<file path="src/rtl/regfile_wb_arbiter.sv">
// regfile_wb_arbiter: shares the register-file write port between the WB stage
// and the multiply/divide unit. MDU results wait in a small FIFO and are written
// when WB leaves the port free. If WB keeps the port busy for too long, the
// pipeline is stalled for one cycle. A pending-register scoreboard drives the
// decode RAW interlock.
// Optional build macro: REGFILE_WB_BYPASS_EN. It adds byp_rs_hit, byp_rt_hit and
// byp_data, and removes the write-window term from raw_stall.
// Handshake: an MDU result transfers on a rising edge where mdu_valid && mdu_ready.
// mdu_valid, mdu_waddr and mdu_wdata stay stable until that edge. While pipe_stall
// is 1, the WB stage holds pipe_wen, pipe_waddr and pipe_wdata, and that write
// is not taken.
module regfile_wb_arbiter #(
  parameter int DATA_W       = 32,
  parameter int ADDR_W       = 5,
  parameter int FIFO_DEPTH   = 2,
  parameter int STARVE_LIMIT = 4
) (
  input  logic              clk,
  input  logic              rst,
  input  logic              pipe_wen,
  input  logic [ADDR_W-1:0] pipe_waddr,
  input  logic [DATA_W-1:0] pipe_wdata,
  output logic              pipe_stall,
  input  logic              mdu_issue,
  input  logic [ADDR_W-1:0] mdu_issue_addr,
  input  logic              mdu_valid,
  input  logic [ADDR_W-1:0] mdu_waddr,
  input  logic [DATA_W-1:0] mdu_wdata,
  output logic              mdu_ready,
  input  logic [ADDR_W-1:0] rs_addr,
  input  logic [ADDR_W-1:0] rt_addr,
  output logic              raw_stall,
  output logic              rf_we,
  output logic [ADDR_W-1:0] rf_waddr,
  output logic [DATA_W-1:0] rf_wdata,
  output logic              sb_err,
`ifdef REGFILE_WB_BYPASS_EN
  output logic              byp_rs_hit,
  output logic              byp_rt_hit,
  output logic [DATA_W-1:0] byp_data,
`endif
  output logic [1:0]        dbg_state
);

  localparam logic [1:0] IDLE  = 2'd0;
  localparam logic [1:0] DEFER = 2'd1;
  localparam logic [1:0] FORCE = 2'd2;

  localparam int NREG  = 1 << ADDR_W;
  localparam int PTR_W = $clog2(FIFO_DEPTH);
  localparam int CNT_W = $clog2(STARVE_LIMIT + 1);
  localparam logic [PTR_W:0]   FULL_CNT = (PTR_W+1)'(FIFO_DEPTH);
  localparam logic [PTR_W:0]   ONE_CNT  = (PTR_W+1)'(1);
  localparam logic [CNT_W-1:0] LAST_CNT = CNT_W'(STARVE_LIMIT - 1);

  logic [1:0]        state, state_nxt;
  logic [CNT_W-1:0]  starve_cnt, starve_cnt_nxt;
  logic [ADDR_W-1:0] fifo_addr [FIFO_DEPTH];
  logic [DATA_W-1:0] fifo_data [FIFO_DEPTH];
  logic [PTR_W-1:0]  rd_ptr, wr_ptr;
  logic [PTR_W:0]    count, count_nxt;
  logic [NREG-1:0]   pending, pending_nxt;
  logic              push, pop, grant_pipe, last_entry, sb_err_nxt;
  logic              wr_we;
  logic [ADDR_W-1:0] wr_addr, head_addr;
  logic [DATA_W-1:0] wr_data, head_data;
  logic              raw_src, win_rs, win_rt;

  assign push       = mdu_valid && mdu_ready;
  assign head_addr  = fifo_addr[rd_ptr];
  assign head_data  = fifo_data[rd_ptr];
  assign last_entry = (count == ONE_CNT) && !push;
  assign dbg_state  = state;

  // Arbitration: choose the write source, the next state and the starve count.
  always_comb begin
    state_nxt      = state;
    starve_cnt_nxt = starve_cnt;
    grant_pipe     = 1'b0;
    pop            = 1'b0;
    case (state)
      IDLE: begin
        grant_pipe     = pipe_wen;
        starve_cnt_nxt = '0;
        if (push) state_nxt = DEFER;
      end
      DEFER: begin
        if (pipe_wen) begin
          grant_pipe     = 1'b1;
          starve_cnt_nxt = starve_cnt + 1'b1;
          if (starve_cnt_nxt == LAST_CNT) state_nxt = FORCE;
        end else begin
          pop            = 1'b1;
          starve_cnt_nxt = '0;
          if (last_entry) state_nxt = IDLE;
        end
      end
      FORCE: begin
        pop            = 1'b1;
        starve_cnt_nxt = '0;
        state_nxt      = last_entry ? IDLE : DEFER;
      end
      default: begin
        state_nxt      = IDLE;
        starve_cnt_nxt = '0;
      end
    endcase
  end

  // Next write-port value. Address 0 is never written.
  always_comb begin
    wr_we   = 1'b0;
    wr_addr = pipe_waddr;
    wr_data = pipe_wdata;
    if (grant_pipe) begin
      wr_we = (pipe_waddr != '0);
    end else if (pop) begin
      wr_addr = head_addr;
      wr_data = head_data;
      wr_we   = (head_addr != '0);
    end
  end

  // Scoreboard update. A set beats a clear of the same register in the same cycle.
  always_comb begin
    pending_nxt = pending;
    if (pop) pending_nxt[head_addr] = 1'b0;
    if (mdu_issue && (mdu_issue_addr != '0)) pending_nxt[mdu_issue_addr] = 1'b1;
    pending_nxt[0] = 1'b0;
    sb_err_nxt = sb_err
               | (mdu_issue && (mdu_issue_addr != '0) && pending[mdu_issue_addr])
               | (push && !pending[mdu_waddr]);
    count_nxt = count + {{PTR_W{1'b0}}, push} - {{PTR_W{1'b0}}, pop};
  end

  // Control state, FIFO pointers, scoreboard and registered outputs.
  always_ff @(posedge clk or negedge rst) begin
    if (!rst) begin
      state      <= IDLE;
      starve_cnt <= '0;
      rd_ptr     <= '0;
      wr_ptr     <= '0;
      count      <= '0;
      pending    <= '0;
      sb_err     <= 1'b0;
      mdu_ready  <= 1'b1;
      pipe_stall <= 1'b0;
      rf_we      <= 1'b0;
      rf_waddr   <= '0;
      rf_wdata   <= '0;
    end else begin
      state      <= state_nxt;
      starve_cnt <= starve_cnt_nxt;
      count      <= count_nxt;
      pending    <= pending_nxt;
      sb_err     <= sb_err_nxt;
      mdu_ready  <= (count_nxt != FULL_CNT);
      pipe_stall <= (state_nxt == FORCE);
      rf_we      <= wr_we;
      if (push) wr_ptr <= wr_ptr + 1'b1;
      if (pop)  rd_ptr <= rd_ptr + 1'b1;
      if (grant_pipe || pop) begin
        rf_waddr <= wr_addr;
        rf_wdata <= wr_data;
      end
    end
  end

  // FIFO storage. This is data only, so it has no reset.
  always_ff @(posedge clk) begin
    if (push) begin
      fifo_addr[wr_ptr] <= mdu_waddr;
      fifo_data[wr_ptr] <= mdu_wdata;
    end
  end

  // RAW interlock: pending sources plus the cycle in which the write is still in flight.
  always_comb begin
    raw_src = ((rs_addr != '0) && pending[rs_addr]) || ((rt_addr != '0) && pending[rt_addr]);
    win_rs  = rf_we && (rf_waddr != '0) && (rf_waddr == rs_addr);
    win_rt  = rf_we && (rf_waddr != '0) && (rf_waddr == rt_addr);
`ifdef REGFILE_WB_BYPASS_EN
    raw_stall  = raw_src;
    byp_rs_hit = win_rs;
    byp_rt_hit = win_rt;
    byp_data   = rf_wdata;
`else
    raw_stall  = raw_src || win_rs || win_rt;
`endif
  end

endmodule
</file>
<file path="config.mk">
export PLATFORM = sky130hd
export DESIGN_NAME = regfile_wb_arbiter
export DESIGN_NICKNAME = d
export VERILOG_FILES = /design/src/rtl/regfile_wb_arbiter.sv
export SDC_FILE = /design/constraint.sdc
export NUM_CORES = 1
export LEC_CHECK = 0
export ABC_AREA = 1
export BUFFER_PORTS_ARGS = -buffer_cell sky130_fd_sc_hd__buf_2
export CAP_MARGIN = 20
export CORE_MARGIN = 4
export CORE_UTILIZATION = 40
export CTS_BUF_LIST = sky130_fd_sc_hd__clkbuf_8
export DETAILED_ROUTE_END_ITERATION = 6
export GPL_TIMING_DRIVEN = 0
export PLACE_DENSITY = 0.63
export SLEW_MARGIN = 25
export SYNTH_ARGS = -nofsm -noshare
export SYNTH_HDL_FRONTEND = slang
export SYNTH_SLANG_ARGS = --single-unit
</file>
<file path="constraint.sdc">
create_clock -name clk -period 3.15 [get_ports clk]
set_input_delay 0 -clock clk [delete_from_list [all_inputs] [get_ports clk]]
set_output_delay 0 -clock clk [all_outputs]
set_load 0.005 [all_outputs]
</file>
==> results.json, run 1 <==
{
  "power.leakage_nw": 4.66,
  "die_h_um": 148,
  "drc": 0,
  "async_flop_share": 0.523,
  "port_buffers": 134,
  "grt_pass1_vias": 7144,
  "path_buf_inv": 3,
  "synth_area_leader_cell": "edfxtp_1",
  "worstPathMaxFanout": 10,
  "place_inst": 1294,
  "final_util": 0.536,
  "drt-vias-per-instance": 5.02,
  "path_class": "reg2reg",
  "startpoint_type": "flip-flop",
  "max_stage_delay_ns": 0.46,
  "hold_viol": 0,
  "root_buffer": "clkbuf_8",
  "routed_wl_mm": 23.3,
  "final-seq-area_sq_um": 4250,
  "fin_crit_sh": 0.658,
  "layout_commonest_cell": "nand2_1",
  "multi_input_area_sq_um": 3130,
  "cts_resized": 0,
  "start_util": 0.412,
  "clockPowerShare": 0.188,
  "fmaxAchievable_ghz": 0.482,
  "dpl.hpwl_mm": 16.7,
  "power.total_w": 0.00821,
  "netlist_instances": 897,
  "endpoint_kind": "flip-flop",
  "maxSlewViolCount": 0,
  "pwr-share-seq": 0.419,
  "antenna_found_initial": 0,
  "vias": 7080,
  "path_cells": "inv_1, ha_1, o21ai_1, inv_2, nor2_4, buf_1, nand2_1, nand3_1",
  "drtIter0Drc": 493,
  "fin_crit_ns": 2.07,
  "synth_nets": 999,
  "p_int_w": 0.00478,
  "drive_gt1_frac": 0.205,
  "ir_worst_vdd_uv": 367,
  "grt-ovfl-total": 0,
  "fin_tns_setup_ns": 0,
  "grt_pass1_wl_mm": 37.0,
  "worst_path_max_delay_cell": "dfrtp_1",
  "switching_share": 0.417,
  "synth.top_cell.area_share": 0.283,
  "cts_tree": "yes",
  "numCtsBuffers": 17,
  "path_clk_slew_ns": 0.10,
  "synth_top_flop_cell": "dfrtp_1",
  "synth.cell_area_sq_um": 7840,
  "crit_path_start": "dbg_state[1]$_DFF_PN0_",
  "ys_ff_latch": 155,
  "syn_area_per_cell_sq_um": 8.74,
  "finalSetupViolations": 0,
  "crit_arrival_ns": 2.48,
  "skew_ns": 0.0134,
  "final_nets": 1238,
  "synth_warnings": 0,
  "htreeDepth": 4,
  "r2r_start": "dbg_state[1]$_DFF_PN0_",
  "track_usage": 0.215,
  "post_drt_wl_per_cell_um": 16.6,
  "max_slew_margin": 0.577,
  "die_w_um": 148,
  "cts.sinks": 155,
  "synthTopCellsByArea": "edfxtp_1, dfrtp_1, nand2_1, nand3_1, o21ai_1",
  "ant_nets": 0,
  "io_pins": 138,
  "clkLatencyLatePin_ns": 0.46,
  "dieArea_sq_um": 21900,
  "netSwitchingPower_w": 0.00343,
  "fillers": 1793,
  "rsz0062_at_grt": "false",
  "grt_max_degree": 50,
  "syn_to_final_growth_pct": 29.9,
  "power_density_nw_per_um2": 806,
  "tightestPinTransition_ns": 0.634,
  "n_antenna_cell": 0,
  "cts_buffer_depth": 2,
  "first_pass_iters": 5,
  "critPathTopFamily": "buffers and inverters",
  "dp_slack_ns": 1.06,
  "crit_required_ns": 3.56,
  "fin_cells": 1409,
  "post_synth_num_cell_types": 40,
  "globalplace.congestion": 0.916,
  "status": "complete, no violations",
  "setup_slack_ns": 1.08,
  "hold_class": "in2async",
  "yosysSeqAreaShare": 0.542,
  "combPwrFrac": 0.392,
  "rows": 50,
  "synth_edf_count": 74,
  "drv_cap": 0,
  "mostFrequentLayoutCells": "nand2_1, buf_2, dlygate4sd3_1",
  "coreArea_sq_um": 19000
}
[stage by stage]
step	area, sq um	hold slack (ns)
floorplan	7840	-0.296
detailed placement	8940	-0.0872
global route	10200	0.0399
finish	10200	0.0509
global placement	8840	0.189
CTS	10200	0.0249
[cells in the mapped netlist (2+ instances only)]
cell type,number
a21oi_1,8
a31oi_1,4
buf_2,15
buf_4,4
buf_6,3
clkbuf_1,8
dfrtp_1,80
edfxtp_1,74
ha_1,8
inv_1,69
inv_2,10
nand2_1,310
nand2_2,5
nand3_1,76
nand3_2,2
nor2_1,65
nor2_4,2
nor3_1,9
o211ai_1,14
o21ai_0,15
o21ai_1,60
o21ai_2,4
o221ai_1,4
o311ai_0,3
o311ai_1,2
o311ai_2,14
or2_1,4
xnor2_1,5
xor2_1,9
[power groups by stage]
stage                     registers, W  clock network (W)  logic [W]
after floorplan                0.00329                  0    0.00206
after global placement         0.00349                  0    0.00302
after detailed placement       0.00347                  0    0.00314
after CTS                      0.00343            0.00158    0.00323
after global routing           0.00351            0.00168    0.00362
final                          0.00344            0.00155    0.00322
[cells by family after synthesis]
family,after synthesis,synth area share
AND/OR/NAND/NOR,476,0.249
AO/OA/AOI/OAI,131,0.116
adder cells (fa/ha/maj),8,0.0128
multiplexers,2,0.00415
flip-flops,155,0.542
XOR/XNOR,14,0.0156
buffers and inverters,111,0.0606
[routing by layer]
layer | GRT usage | up-vias | wire length, um
li1 | - | 3466 | -
met1 | 0.272 | 3319 | 9730
met2 | 0.369 | 253 | 11700
met3 | 0.0478 | 42 | 1460
met4 | 0.0665 | 0 | 456
met5 | 0 | - | 0
[cell type report]
class	count	area share
multi-input combinational	631	0.308
sequential	155	0.417
clock buffer	17	0.0230
tap	260	0.0319
clock inverter	15	0.0172
timing repair buffer	220	0.156
inverter	80	0.0297
buffer	31	0.0170
[repair_timing]
action | in CTS | in global routing
endpoints found under the hold margin | 225 | 0
hold buffers | 83 | 0
setup buffers | 0 | 0
[final timing paths]
check	end	slack (ns)	cells after the start
worst max-delay path	rf_wdata[17]$_DFFE_PN0P_	1.08	8
worst min-delay path	pipe_stall$_DFF_PN0_	0.05	3
worst max register to register	rf_wdata[17]$_DFFE_PN0P_	1.08	8
worst min register to register	starve_cnt[0]$_DFF_PN0_	0.47	1
max in group asynchronous	rf_wdata[4]$_DFFE_PN0P_	2.81	3
min in group clk	wr_ptr$_DFFE_PN0P_	0.10	3
[flip-flops by register name, summed over array words and instances (netlist names)]
signal / count
mdu_ready: 1
rf_wdata: 32
rf_waddr: 5
pipe_stall: 1
rf_we: 1
sb_err: 1
starve_cnt: 3
pending: 31
count: 2
wr_ptr: 1
dbg_state: 2
fifo_addr: 10
fifo_data: 64
rd_ptr: 1
[worst register-to-register path, stage by stage (launching register included)]
cell     delay (ns)
dfrtp_1        0.46
inv_1          0.09
ha_1           0.24
o21ai_1        0.29
inv_2          0.10
nor2_4         0.20
buf_1          0.41
nand2_1        0.13
nand3_1        0.11
No activity file was read; power rests on OpenSTA's default activity.
==> inputs of run 2 (changes only) <==
- PLACE_DENSITY: 0.63 -> 0.66
- clock period: 3.15 -> 1.9 ns (I/O delays scaled with it)
==> results.json, run 2 (synthesis gave the netlist of run 1 again) <==
{
  "status": "complete, no violations",
  "ir_worst_vdd_uv": 884,
  "start_util": 0.412,
  "grt_max_degree": 45,
  "final-seq-area_sq_um": 4250,
  "coreArea_sq_um": 19000,
  "pwr-share-seq": 0.409,
  "worst_path_max_delay_cell": "dfrtp_2",
  "power_density_nw_per_um2": 1340,
  "max_slew_margin": 0.641,
  "fin_crit_ns": 1.77,
  "drv_cap": 0,
  "track_usage": 0.213,
  "rsz0062_at_grt": "false",
  "crit_arrival_ns": 2.13,
  "path_class": "reg2reg",
  "cts_tree": "yes",
  "largest_reg_flops": 64,
  "tightestPinTransition_ns": 0.538,
  "endpoint_kind": "flip-flop",
  "dpl.hpwl_mm": 16.5,
  "drc": 0,
  "n_antenna_cell": 0,
  "max_stage_delay_ns": 0.44,
  "clockPowerShare": 0.180,
  "die_w_um": 148,
  "clkLatencyLatePin_ns": 0.46,
  "antenna_found_initial": 0,
  "drt-vias-per-instance": 5.09,
  "finalInstanceArea_sq_um": 10300,
  "crit_required_ns": 2.26,
  "crit_top_cell": "inv_2",
  "layout_commonest_cell": "nand2_1",
  "drive_gt1_frac": 0.230,
  "maxSlewViolCount": 0,
  "fin_tns_setup_ns": 0,
  "rows": 50,
  "io_pins": 138,
  "startpoint_type": "flip-flop",
  "critPathTopFamily": "flip-flops",
  "grt_pass1_vias": 7150,
  "power.total_w": 0.0138,
  "path_clk_slew_ns": 0.09,
  "cts_buffer_depth": 2,
  "path_cells": "inv_2, ha_4, nand2_1, nand2_2, nand2_4, nor2_4, inv_2, clkbuf_4, o311ai_2",
  "skew_ns": 0.0190,
  "final_nets": 1247,
  "cts.sinks": 155,
  "hold_class": "in2async",
  "ant_nets": 0,
  "die_h_um": 148,
  "finalSetupViolations": 0,
  "power.leakage_nw": 4.70,
  "drtIter0Drc": 604,
  "p_int_w": 0.00812,
  "multi_input_area_sq_um": 3180,
  "netSwitchingPower_w": 0.00569,
  "path_buf_inv": 3,
  "post_drt_wl_per_cell_um": 16.3,
  "root_buffer": "clkbuf_8",
  "vias": 7221,
  "place_area_sq_um": 8940,
  "reg.largest.list": "fifo_data (64), rf_wdata (32), pending (31)",
  "fmaxAchievable_ghz": 0.565,
  "hold_viol": 0,
  "globalplace.congestion": 0.919,
  "syn_to_final_growth_pct": 31.5,
  "dieArea_sq_um": 21900,
  "fin_crit_sh": 0.931,
  "numCtsBuffers": 17,
  "worstPathMaxFanout": 10,
  "grt_pass1_wl_mm": 36.7,
  "grt-ovfl-total": 0,
  "fillers": 1780,
  "first_pass_iters": 5,
  "top_register": "fifo_data",
  "port_buffers": 134,
  "combPwrFrac": 0.411,
  "switching_share": 0.412,
  "routed_wl_mm": 23.1,
  "htreeDepth": 4,
  "mostFrequentLayoutCells": "nand2_1, buf_2, dlygate4sd3_1",
  "hold_slack_ns": 0.00587
}
run 2: worst reg2reg max path: cells and delay by family, from the launching register on:
kind / cells / cell delay, ns
flip-flops: 1 / 0.44
adder cells (fa/ha/maj): 1 / 0.16
AND/OR/NAND/NOR: 4 / 0.43
AO/OA/AOI/OAI: 1 / 0.23
buffers and inverters: 3 / 0.42
run 2: routing by layer:
layer / global-route usage / vias up / share of wire
met5: 0 / - / 0
met4: 0.0771 / 0 / 0.025
met3: 0.0536 / 46 / 0.073
met2: 0.360 / 291 / 0.50
met1: 0.264 / 3393 / 0.40
li1: - / 3491 / -
run 2: power groups by stage:
| stage | combinational (W) | clock [W] | sequential (W) |
|---|---|---|---|
| 6_report | 0.00568 | 0.00249 | 0.00565 |
| 3_3_place_gp | 0.00496 | 0 | 0.00572 |
| 3_5_place_dp | 0.00517 | 0 | 0.00572 |
| 2_1_floorplan | 0.00343 | 0 | 0.00545 |
| 5_1_grt | 0.00641 | 0.00265 | 0.00576 |
| 4_1_cts | 0.00546 | 0.00251 | 0.00564 |
run 2: final timing paths:
kind	start	end	slack, ns	depth (start not counted)
worst max-delay path	dbg_state[1]$_DFF_PN0_	rf_wdata[25]$_DFFE_PN0P_	0.13	9
worst min-delay path	rst	pending[21]$_DFF_PN0_	0.006	2
worst max register to register	dbg_state[1]$_DFF_PN0_	rf_wdata[25]$_DFFE_PN0P_	0.13	9
worst min register to register	starve_cnt[0]$_DFF_PN0_	starve_cnt[0]$_DFF_PN0_	0.47	1
max in group asynchronous	rst	rf_waddr[3]$_DFFE_PN0P_	1.32	3
min in group clk	mdu_valid	wr_ptr$_DFFE_PN0P_	0.09	3
run 2: area by class of cell:
| class | instances | share of cell area |
|---|---|---|
| clock inverters | 15 | 0.0153 |
| well taps | 260 | 0.0315 |
| repair buffers | 229 | 0.163 |
| multi-input cells | 631 | 0.309 |
| inverters | 80 | 0.0296 |
| clock buffers | 17 | 0.0227 |
| flip-flops and latches | 155 | 0.412 |
| plain buffers | 31 | 0.0171 |
run 2: per-stage QoR:
stage                     std cells   util  setup slack (ns)
final                          1418  0.542             0.131
after global routing           1418  0.542           0.00407
after CTS                      1412  0.538           0.00390
after detailed placement       1294  0.470            -0.162
after global placement         1291  0.465            -0.811
after floorplan                 897      -            -0.201
run 2: repair_timing:
action,in CTS,in global routing
hold buffers,81,0
gates resized for setup,6,19
hold endpoints to repair,225,0
pin swaps,2,7
buffers inserted,5,6
endpoints found under the setup margin,83,37
==> inputs of run 3 (changes only) <==
- clock period: 1.9 -> 1.5 ns (I/O delays scaled with it)
==> results.json, run 3 (synthesis gave the netlist of run 1 again) <==
{
  "status": "finished, violations left",
  "violations": "negative setup slack",
  "worstPathMaxFanout": 10,
  "mostFrequentLayoutCells": "nand2_1, buf_2, dlygate4sd3_1",
  "routed-wl-met3_mm": 1.71,
  "combPwrFrac": 0.497,
  "p_int_w": 0.0120,
  "cts_buffer_depth": 2,
  "hold_class": "in2async",
  "dp_slack_ns": -0.530,
  "coreArea_sq_um": 19000,
  "crit_arrival_ns": 2.11,
  "setup_slack_ns": -0.273,
  "hold_slack_ns": 0.0562,
  "met1Wirelength_mm": 10.0,
  "final_nets": 1293,
  "finalSetupViolations": 73,
  "r2r_start": "dbg_state[0]$_DFF_PN0_",
  "ir_worst_vdd_uv": 886,
  "top_register": "fifo_data",
  "reg2reg_setup_slack_ns": -0.27,
  "fin_cells": 1465,
  "reg.largest.list": "fifo_data (64), rf_wdata (32), pending (31)",
  "start_util": 0.412,
  "dpl.hpwl_mm": 16.5,
  "max_stage_delay_ns": 0.44,
  "skew_ns": 0.0136,
  "maxSlewViolCount": 0,
  "pwr-share-seq": 0.355,
  "rsz0062_at_grt": "true",
  "globalplace.congestion": 0.923,
  "max_slew_margin": 0.615,
  "drc": 0,
  "antenna_found_initial": 1,
  "ff2ff_path_depth": 8,
  "cts_tree": "yes",
  "drive_gt1_frac": 0.336,
  "drv_cap": 0,
  "die_w_um": 148,
  "rows": 50,
  "vias": 7588,
  "fmaxAchievable_ghz": 0.564,
  "clockPowerShare": 0.148,
  "first_pass_iters": 5,
  "hold_viol": 0,
  "tightestPinTransition_ns": 0.577,
  "post_drt_wl_per_cell_um": 17.7,
  "crit_top_cell": "inv_4",
  "port_buffers": 134,
  "root_buffer": "clkbuf_8",
  "htreeDepth": 4,
  "ant_nets": 0,
  "layout_commonest_cell": "nand2_1",
  "drt-vias-per-instance": 5.18,
  "path_clk_slew_ns": 0.09,
  "grt-ovfl-total": 0,
  "rr_endpoint": "rf_wdata[13]$_DFFE_PN0P_",
  "routed_wl_mm": 25.9,
  "grt_pass1_wl_mm": 38.7,
  "path_cells": "inv_4, ha_4, o21ai_4, inv_4, nor2_4, clkinv_4, buf_12, o311ai_2",
  "switching_share": 0.415,
  "clkLatencyLatePin_ns": 0.45,
  "worst_path_max_delay_cell": "dfrtp_2",
  "path_class": "reg2reg",
  "crit_cells": 8,
  "highest_layer": "met4",
  "fin_crit_ns": 1.77,
  "critPathTopFamily": "buffers and inverters",
  "fin_crit_sh": 1.18,
  "die_h_um": 148,
  "grt_max_degree": 56,
  "place_inst": 1296,
  "endpoint_kind": "flip-flop",
  "power.leakage_nw": 5.31,
  "startpoint_type": "flip-flop",
  "largest_reg_flops": 64,
  "cts.sinks": 155,
  "grt_pass1_vias": 7440,
  "numCtsBuffers": 17,
  "syn_to_final_growth_pct": 47.7,
  "path_buf_inv": 4,
  "drtIter0Drc": 669,
  "dieArea_sq_um": 21900,
  "netSwitchingPower_w": 0.00848,
  "io_pins": 138,
  "wl_met2_mm": 13.3,
  "crit_required_ns": 1.84,
  "power_density_nw_per_um2": 1760,
  "track_usage": 0.224
}
-- run 3: worst reg2reg max path, delay by kind of cell, from the launching register on --
family	cells	cell delay (ns)
and+or+nand+nor	1	0.16
DFF	1	0.44
adders and majority gates	1	0.17
AOI/OAI and AO/OA	2	0.43
buffers and inverters	4	0.47
-- run 3: per-layer routing --
metal	vias up	GRT usage
li1	3585	-
met1	3637	0.268
met2	303	0.399
met3	63	0.0503
met4	0	0.0753
met5	-	0
-- run 3: stage by stage --
step	TNS (ns)	total power [W]	utilization	instance area [sq um]
2_1_floorplan	-11.49	0.0114	-	7930
3_3_place_gp	-88.25	0.0137	0.469	8920
3_5_place_dp	-28.08	0.0141	0.477	9070
4_1_cts	-10.56	0.0185	0.566	10800
5_1_grt	-15.86	0.0217	0.609	11600
6_report	-11.92	0.0204	0.609	11600
-- run 3: timing repair --
action                                  4_1_cts  5_1_grt
endpoints found under the hold margin       224        0
hold buffers                                 84        0
endpoints found under the setup margin      118      102
gates resized for setup                      66      151
setup buffers                                23       25
pin swaps                                    25       46
gates cloned                                  3        3
-- run 3: area by class of cell --
class,instances,area [sq um]
repair buffers,275,2230
clock inverters,15,138
diodes,1,2.50
plain buffers,31,265
inverters,80,335
multi-input cells,631,3790
fillers,1570,7430
clock buffers,17,234
flip-flops and latches,155,4260
well taps,260,325
-- run 3: power groups by stage --
stage | clock (W) | sequential, W | combinational [W]
2_1_floorplan | 0 | 0.00693 | 0.00450
5_1_grt | 0.00331 | 0.00738 | 0.0110
3_5_place_dp | 0 | 0.00719 | 0.00691
4_1_cts | 0.00307 | 0.00712 | 0.00827
6_report | 0.00302 | 0.00726 | 0.0101
3_3_place_gp | 0 | 0.00720 | 0.00650
-- run 3: worst max path at each step --
stage | endpoint | start
after floorplan | mdu_ready$_DFF_PN1_ | dbg_state[1]$_DFF_PN0_
after global placement | dbg_state[0]$_DFF_PN0_ | rst
after detailed placement | rf_wdata[28]$_DFFE_PN0P_ | dbg_state[1]$_DFF_PN0_
after CTS | rf_waddr[0]$_DFFE_PN0P_ | dbg_state[0]$_DFF_PN0_
after global routing | raw_stall | pending[15]$_DFF_PN0_
final | rf_wdata[13]$_DFFE_PN0P_ | dbg_state[0]$_DFF_PN0_
